## config.mk

```make
export PLATFORM = sky130hd
export DESIGN_NAME = sram_responder
export DESIGN_NICKNAME = d
export VERILOG_FILES = /design/src/rtl/sram_responder.sv
export SDC_FILE = /design/constraint.sdc
export NUM_CORES = 1
export LEC_CHECK = 0
export CORE_MARGIN = 3
export CORE_UTILIZATION = 25
export CTS_BUF_LIST = sky130_fd_sc_hd__clkbuf_8
export DETAILED_ROUTE_END_ITERATION = 12
export PLACE_DENSITY_LB_ADDON = 0.3
export SYNTH_ARGS = -nofsm -noshare
export SYNTH_HDL_FRONTEND = slang
export SYNTH_SLANG_ARGS = --single-unit
```

## constraint.sdc

```tcl
create_clock -name clk -period 1.79 [get_ports clk]
set_clock_uncertainty 0.15 [all_clocks]
set_input_delay 0.358 -clock clk [delete_from_list [all_inputs] [get_ports clk]]
set_output_delay 0.358 -clock clk [all_outputs]
set_load 0.02 [all_outputs]
```

## src/rtl/sram_responder.sv

```systemverilog
// sram_responder: bridges a 32-bit CPU MEM-stage access onto a 16-bit SRAM.
// Each access is split into a LOW halfword phase and a HIGH halfword phase of
// WAIT_CYCLES cycles each, followed by one DONE cycle that releases the pipeline.
// Optional macro SRAM_RD_BUF_EN adds a one-entry read buffer that answers a
// repeated read of the same word in zero cycles.
module sram_responder #(
  parameter int          WAIT_CYCLES = 5,
  parameter logic [31:0] BASE_ADDR   = 32'd1024
) (
  input  logic        clk,
  input  logic        rst,
  input  logic        rd_en,
  input  logic        wr_en,
  input  logic [31:0] address,
  input  logic [31:0] write_data,
  output logic [31:0] read_data,
  output logic        ready,
  output logic [17:0] SRAM_ADDR,
  input  logic [15:0] SRAM_DQ_in,
  output logic [15:0] SRAM_DQ_out,
  output logic        SRAM_DQ_oe,
  output logic        SRAM_WE_N
);
  typedef enum logic [1:0] {IDLE, LOW, HIGH, DONE} state_t;

  localparam logic [3:0] LAST = 4'(WAIT_CYCLES - 1);

  state_t      state;
  logic [3:0]  cnt;
  logic        op_wr;
  logic [16:0] word_q;
  logic [15:0] wdata_hi;
  logic [31:0] rdata_q;

  logic [16:0] word_in;
  logic        req;
  logic        hit;

  // SRAM word index of the CPU address; wraps naturally at 2^17 words
  assign word_in = 17'((address - BASE_ADDR) >> 2);
  assign req     = rd_en | wr_en;

`ifdef SRAM_RD_BUF_EN
  logic        buf_valid;
  logic [16:0] buf_word;
  logic [31:0] buf_data;

  // A plain read of the buffered word completes in the request cycle
  assign hit       = (state == IDLE) && rd_en && !wr_en && buf_valid && (buf_word == word_in);
  assign read_data = hit ? buf_data : rdata_q;

  // Buffer refilled by each completed read, dropped by any write to its word
  always_ff @(posedge clk or negedge rst) begin
    if (!rst) begin
      buf_valid <= 1'b0;
      buf_word  <= '0;
      buf_data  <= '0;
    end else if (state == IDLE && wr_en && word_in == buf_word) begin
      buf_valid <= 1'b0;
    end else if (state == HIGH && cnt == LAST && !op_wr) begin
      buf_valid <= 1'b1;
      buf_word  <= word_q;
      buf_data  <= {SRAM_DQ_in, rdata_q[15:0]};
    end
  end
`else
  assign hit       = 1'b0;
  assign read_data = rdata_q;
`endif

  // Pipeline stalls from the request cycle until DONE
  assign ready = (state == IDLE) ? (!req || hit) : (state == DONE);

  // Access sequencer; SRAM pins are registered so they change only on phase steps
  always_ff @(posedge clk or negedge rst) begin
    if (!rst) begin
      state       <= IDLE;
      cnt         <= '0;
      op_wr       <= 1'b0;
      word_q      <= '0;
      wdata_hi    <= '0;
      rdata_q     <= '0;
      SRAM_ADDR   <= '0;
      SRAM_DQ_out <= '0;
      SRAM_DQ_oe  <= 1'b0;
      SRAM_WE_N   <= 1'b1;
    end else begin
      case (state)
        IDLE: begin
          if (req && !hit) begin
            // wr_en wins when both are raised
            op_wr       <= wr_en;
            word_q      <= word_in;
            wdata_hi    <= write_data[31:16];
            cnt         <= '0;
            SRAM_ADDR   <= {word_in, 1'b0};
            SRAM_DQ_out <= write_data[15:0];
            SRAM_DQ_oe  <= wr_en;
            SRAM_WE_N   <= !wr_en;
            state       <= LOW;
          end
        end
        LOW: begin
          if (cnt == LAST) begin
            if (!op_wr) rdata_q[15:0] <= SRAM_DQ_in;
            cnt         <= '0;
            SRAM_ADDR   <= {word_q, 1'b1};
            SRAM_DQ_out <= wdata_hi;
            SRAM_WE_N   <= !op_wr;
            state       <= HIGH;
          end else begin
            cnt <= cnt + 4'd1;
            // strobe released for the final cycle so data stays valid past WE_N rise
            if (cnt + 4'd1 == LAST) SRAM_WE_N <= 1'b1;
          end
        end
        HIGH: begin
          if (cnt == LAST) begin
            if (!op_wr) rdata_q[31:16] <= SRAM_DQ_in;
            cnt        <= '0;
            SRAM_DQ_oe <= 1'b0;
            SRAM_WE_N  <= 1'b1;
            state      <= DONE;
          end else begin
            cnt <= cnt + 4'd1;
            if (cnt + 4'd1 == LAST) SRAM_WE_N <= 1'b1;
          end
        end
        default: state <= IDLE;
      endcase
    end
  end
endmodule

```

==> impl_metrics.csv <==
group,metric,value,unit
floorplan,die_h,144,um
critical_path,cp-end-kind,"flip-flop",
critical_path,path_max_fanout,7,
sta,layout_min_cycle_time,1.96,ns
global_route,grt_max_degree,50,
placement,dp_hpwl,8470,um
drt,routed_via_density,4.51,
synth,synth_flop_cell,"dfrtp_1",
floorplan,start_util,0.260,
power_and_ir_drop,switching_power,5640,uW
synth,netlist_area,0.00476,mm^2
drt,routed_wirelength,13400,um
power_and_ir_drop,seq_power_share,0.318,
sta,fmax,511,MHz
min_path,hold_path.class,"primary input to async pin",
global_route,grt_pass1_vias,3829,
synth,synthTopCellsByArea,"dfrtp_1, mux2_2, mux2i_1",
power_and_ir_drop,power.leakage,0.00329,uW
synth,synth_warnings,0,
placement,dpl_cell_area,0.00670,mm^2
clock_tree,cts_sinks,108,
floorplan,die_x,144,um
clock_tree,clockRootBuffer,"clkbuf_8",
clock_tree,cts.clk_slew.worst_paths,0.11,ns
power_and_ir_drop,power_switching_share,0.407,
finish,drive_gt1_frac,0.340,
floorplan,num_rows,49,
synth,synth_top_area_cell,"dfrtp_1",
drt,wl_per_cell,16.5,um
synth,ys_seq_elements,108,
synth,synth_nets,480,
global_route,grt_use_total,0.123,
run,max-cap-violations,0,
clock_tree,clock_latency,0.39,ns
synth,synth-edff-count,0,
finish,fin_util,0.404,
synth,ys_types,44,
floorplan,io_pins,153,
sta,layout_setup_ws,-0.169,ns
sta,hold_viol,0,
clock_tree,cts_buffer_depth,2,
synth,synth_top_cell_area_share,0.562,
clock_tree,cts_max_level,3,
drt,initialDrtViolationCount,102,
synth,seq_area_frac_synth,0.568,
finish,area_delta_synth_final,55.6,%
synth,syn_avg_cell_area,12.3,um^2
power_and_ir_drop,combPwrFrac,0.576,
sta,slew_headroom,0.779,
global_route,overflow,0,
floorplan,core,0.0183,mm^2
clock_tree,numCtsBuffers,9,
global_route,antenna_found_initial,0,
placement,port_buffers,137,
global_route,grt_pass1_wl,19800,um
drt,vias,3661,
power_and_ir_drop,vdd_drop_max,0.647,mV
floorplan,dieArea,0.0207,mm^2
power_and_ir_drop,clkPwrFrac,0.106,
sta,drv_slew,0,
power_and_ir_drop,cellPowerDensity,1870,mW/mm^2
critical_path,worstPathRequired,1.92,ns
sta,grt_setup_unrepaired,"true",
critical_path,critPathArrivalTime,2.09,ns
power_and_ir_drop,p_total,13900,uW
critical_path,criticalPathCategory,"flip-flop to flip-flop",
critical_path,r2r_cells,7,
drt,final_antenna_net_count,0,
placement,dp_cells,774,
finish,final_area,0.00741,mm^2
finish,num_antenna_cells,0,
drt,dr.pass1.iters,4,
clock_tree,cts_tree,"done",
power_and_ir_drop,internal_power,8230,uW
sta,min_period_over_period,1.09,
critical_path,rr_startpoint,"state[0]",
outcome,violations,"negative setup slack",
placement,place_congestion,0.788,
drt,drc_errors,0,
synth,async_flop_share,1.00,
sta,worst_slew_pin_slew,0.332,ns
critical_path,r2r_slack,-0.17,ns
synth,synth_cells,387,
finish,final_nets,670,
outcome,outcome,"finished with violations",
finish,final_cells,811,
critical_path,start_kind,"flip-flop",
sta,setup_viol,53,
critical_path,crit_start,"state[0]",
critical_path,r2r_end,"SRAM_ADDR[13]",
## synthesized netlist by cell type (2+ instances only)
library cell and count:
o21ai_0 24, nand3_1 7, nand2_1 52, nor2_1 7, a21oi_1 5, nand2b_1 2, nor4_1 2, o22ai_1 2
buf_6 5, clkbuf_1 4, nor3b_1 3, o211ai_1 5, nand2_2 2, xnor2_1 4, mux2_2 58, mux2i_1 27
dfrtp_1 107, inv_1 8, nor3_1 3, o31ai_1 2, buf_2 6, xor2_1 3, ha_1 9, o21ai_1 20
## worst max-delay path, stage by stage (launching register included)
cell      delay, ns
dfrtp_1        0.44
buf_6          0.14
buf_6          0.11
ha_4           0.20
buf_6          0.13
a211oi_4       0.23
buf_6          0.16
mux2_4         0.30
## layout make-up
type / instances / area [um^2]
well taps: 229 / 287
clock inverters: 7 / 65.1
fillers: 1765 / 10900
flip-flops and latches: 108 / 2700
multi-input cells: 255 / 2180
inverters: 8 / 30.0
repair buffers: 195 / 2020
clock buffers: 9 / 124
## worst max-delay path by stage
stage,to,slack (ns),depth (start not counted)
CTS,ready,-0.16,5
global route,SRAM_ADDR[13],-0.22,7
global placement,ready,-0.44,4
floorplan,SRAM_ADDR[1],-0.03,9
finish,SRAM_ADDR[13],-0.17,7
detailed placement,ready,-0.44,4
## power groups by stage
stage	registers (uW)	clock network [uW]	logic, uW
after floorplan	5270	0	2930
after global placement	4390	0	6630
after detailed placement	4440	0	6750
after CTS	4370	1570	7090
after global routing	4580	1650	8610
final	4410	1470	7990
## cell families (layout without fill, tap and decap cells)
logic type                 Yosys count  in the layout  share of synthesized area
adders and majority gates            9              9                     0.0236
and+or+nand+nor                     85             86                     0.0864
muxes                               85             85                      0.194
xor gates and xnor gates             7              7                     0.0129
DFF                                108            108                      0.568
buffers and inverters               26            219                     0.0310
AOI/OAI and AO/OA                   67             68                     0.0846
## registers in the layout, indices dropped and copies added (netlist names)
name and count:
read_data 32, SRAM_ADDR 18, word_q 17, SRAM_DQ_out 16
wdata_hi 16, cnt 4, state 2, SRAM_DQ_oe 1
SRAM_WE_N 1, op_wr 1
## cells in the final DEF, fill, tap and decap left out, types with 4 or more instances in the layout
cell and instances:
nand3_1 7, inv_2 4, xnor2_1 4, clkbuf_16 4
nor2_1 5, o211ai_1 5, dlygate4sd2_1 67, nand2_1 28
mux2i_1 27, buf_6 12, clkdlybuf4s50_1 67, dfrtp_1 107
ha_1 5, clkbuf_8 9, o21ai_1 20, buf_4 30
inv_1 4, mux2_2 55, o21ai_2 12, nand2_2 23
buf_12 7, a21oi_1 5, o21ai_0 11
## routing by layer
layer / part of all wire / GRT usage
met5: 0 / 0
met2: 0.50 / 0.205
met4: 0.013 / 0.0382
met3: 0.054 / 0.0357
met1: 0.43 / 0.154
## repair_timing
item | in CTS | in global routing
hold buffers | 1 | 0
buffers inserted | 5 | 4
endpoints found under the hold margin | 21 | 0
cloned | 5 | 7
setup endpoints to repair | 157 | 95
resized for setup | 108 | 61
pin swaps | 8 | 20
## stage by stage
stage / TNS, ns / hold slack (ns) / setup WS, ns
finish: -4.91 / 0.258 / -0.169
global route: -8.89 / 0.266 / -0.222
CTS: -4.48 / 0.248 / -0.163
detailed placement: -27.31 / 0.134 / -0.444
global placement: -25.41 / 0.132 / -0.442
floorplan: -0.680 / -0.0876 / -0.0330
(Power assumes the default switching activity.)
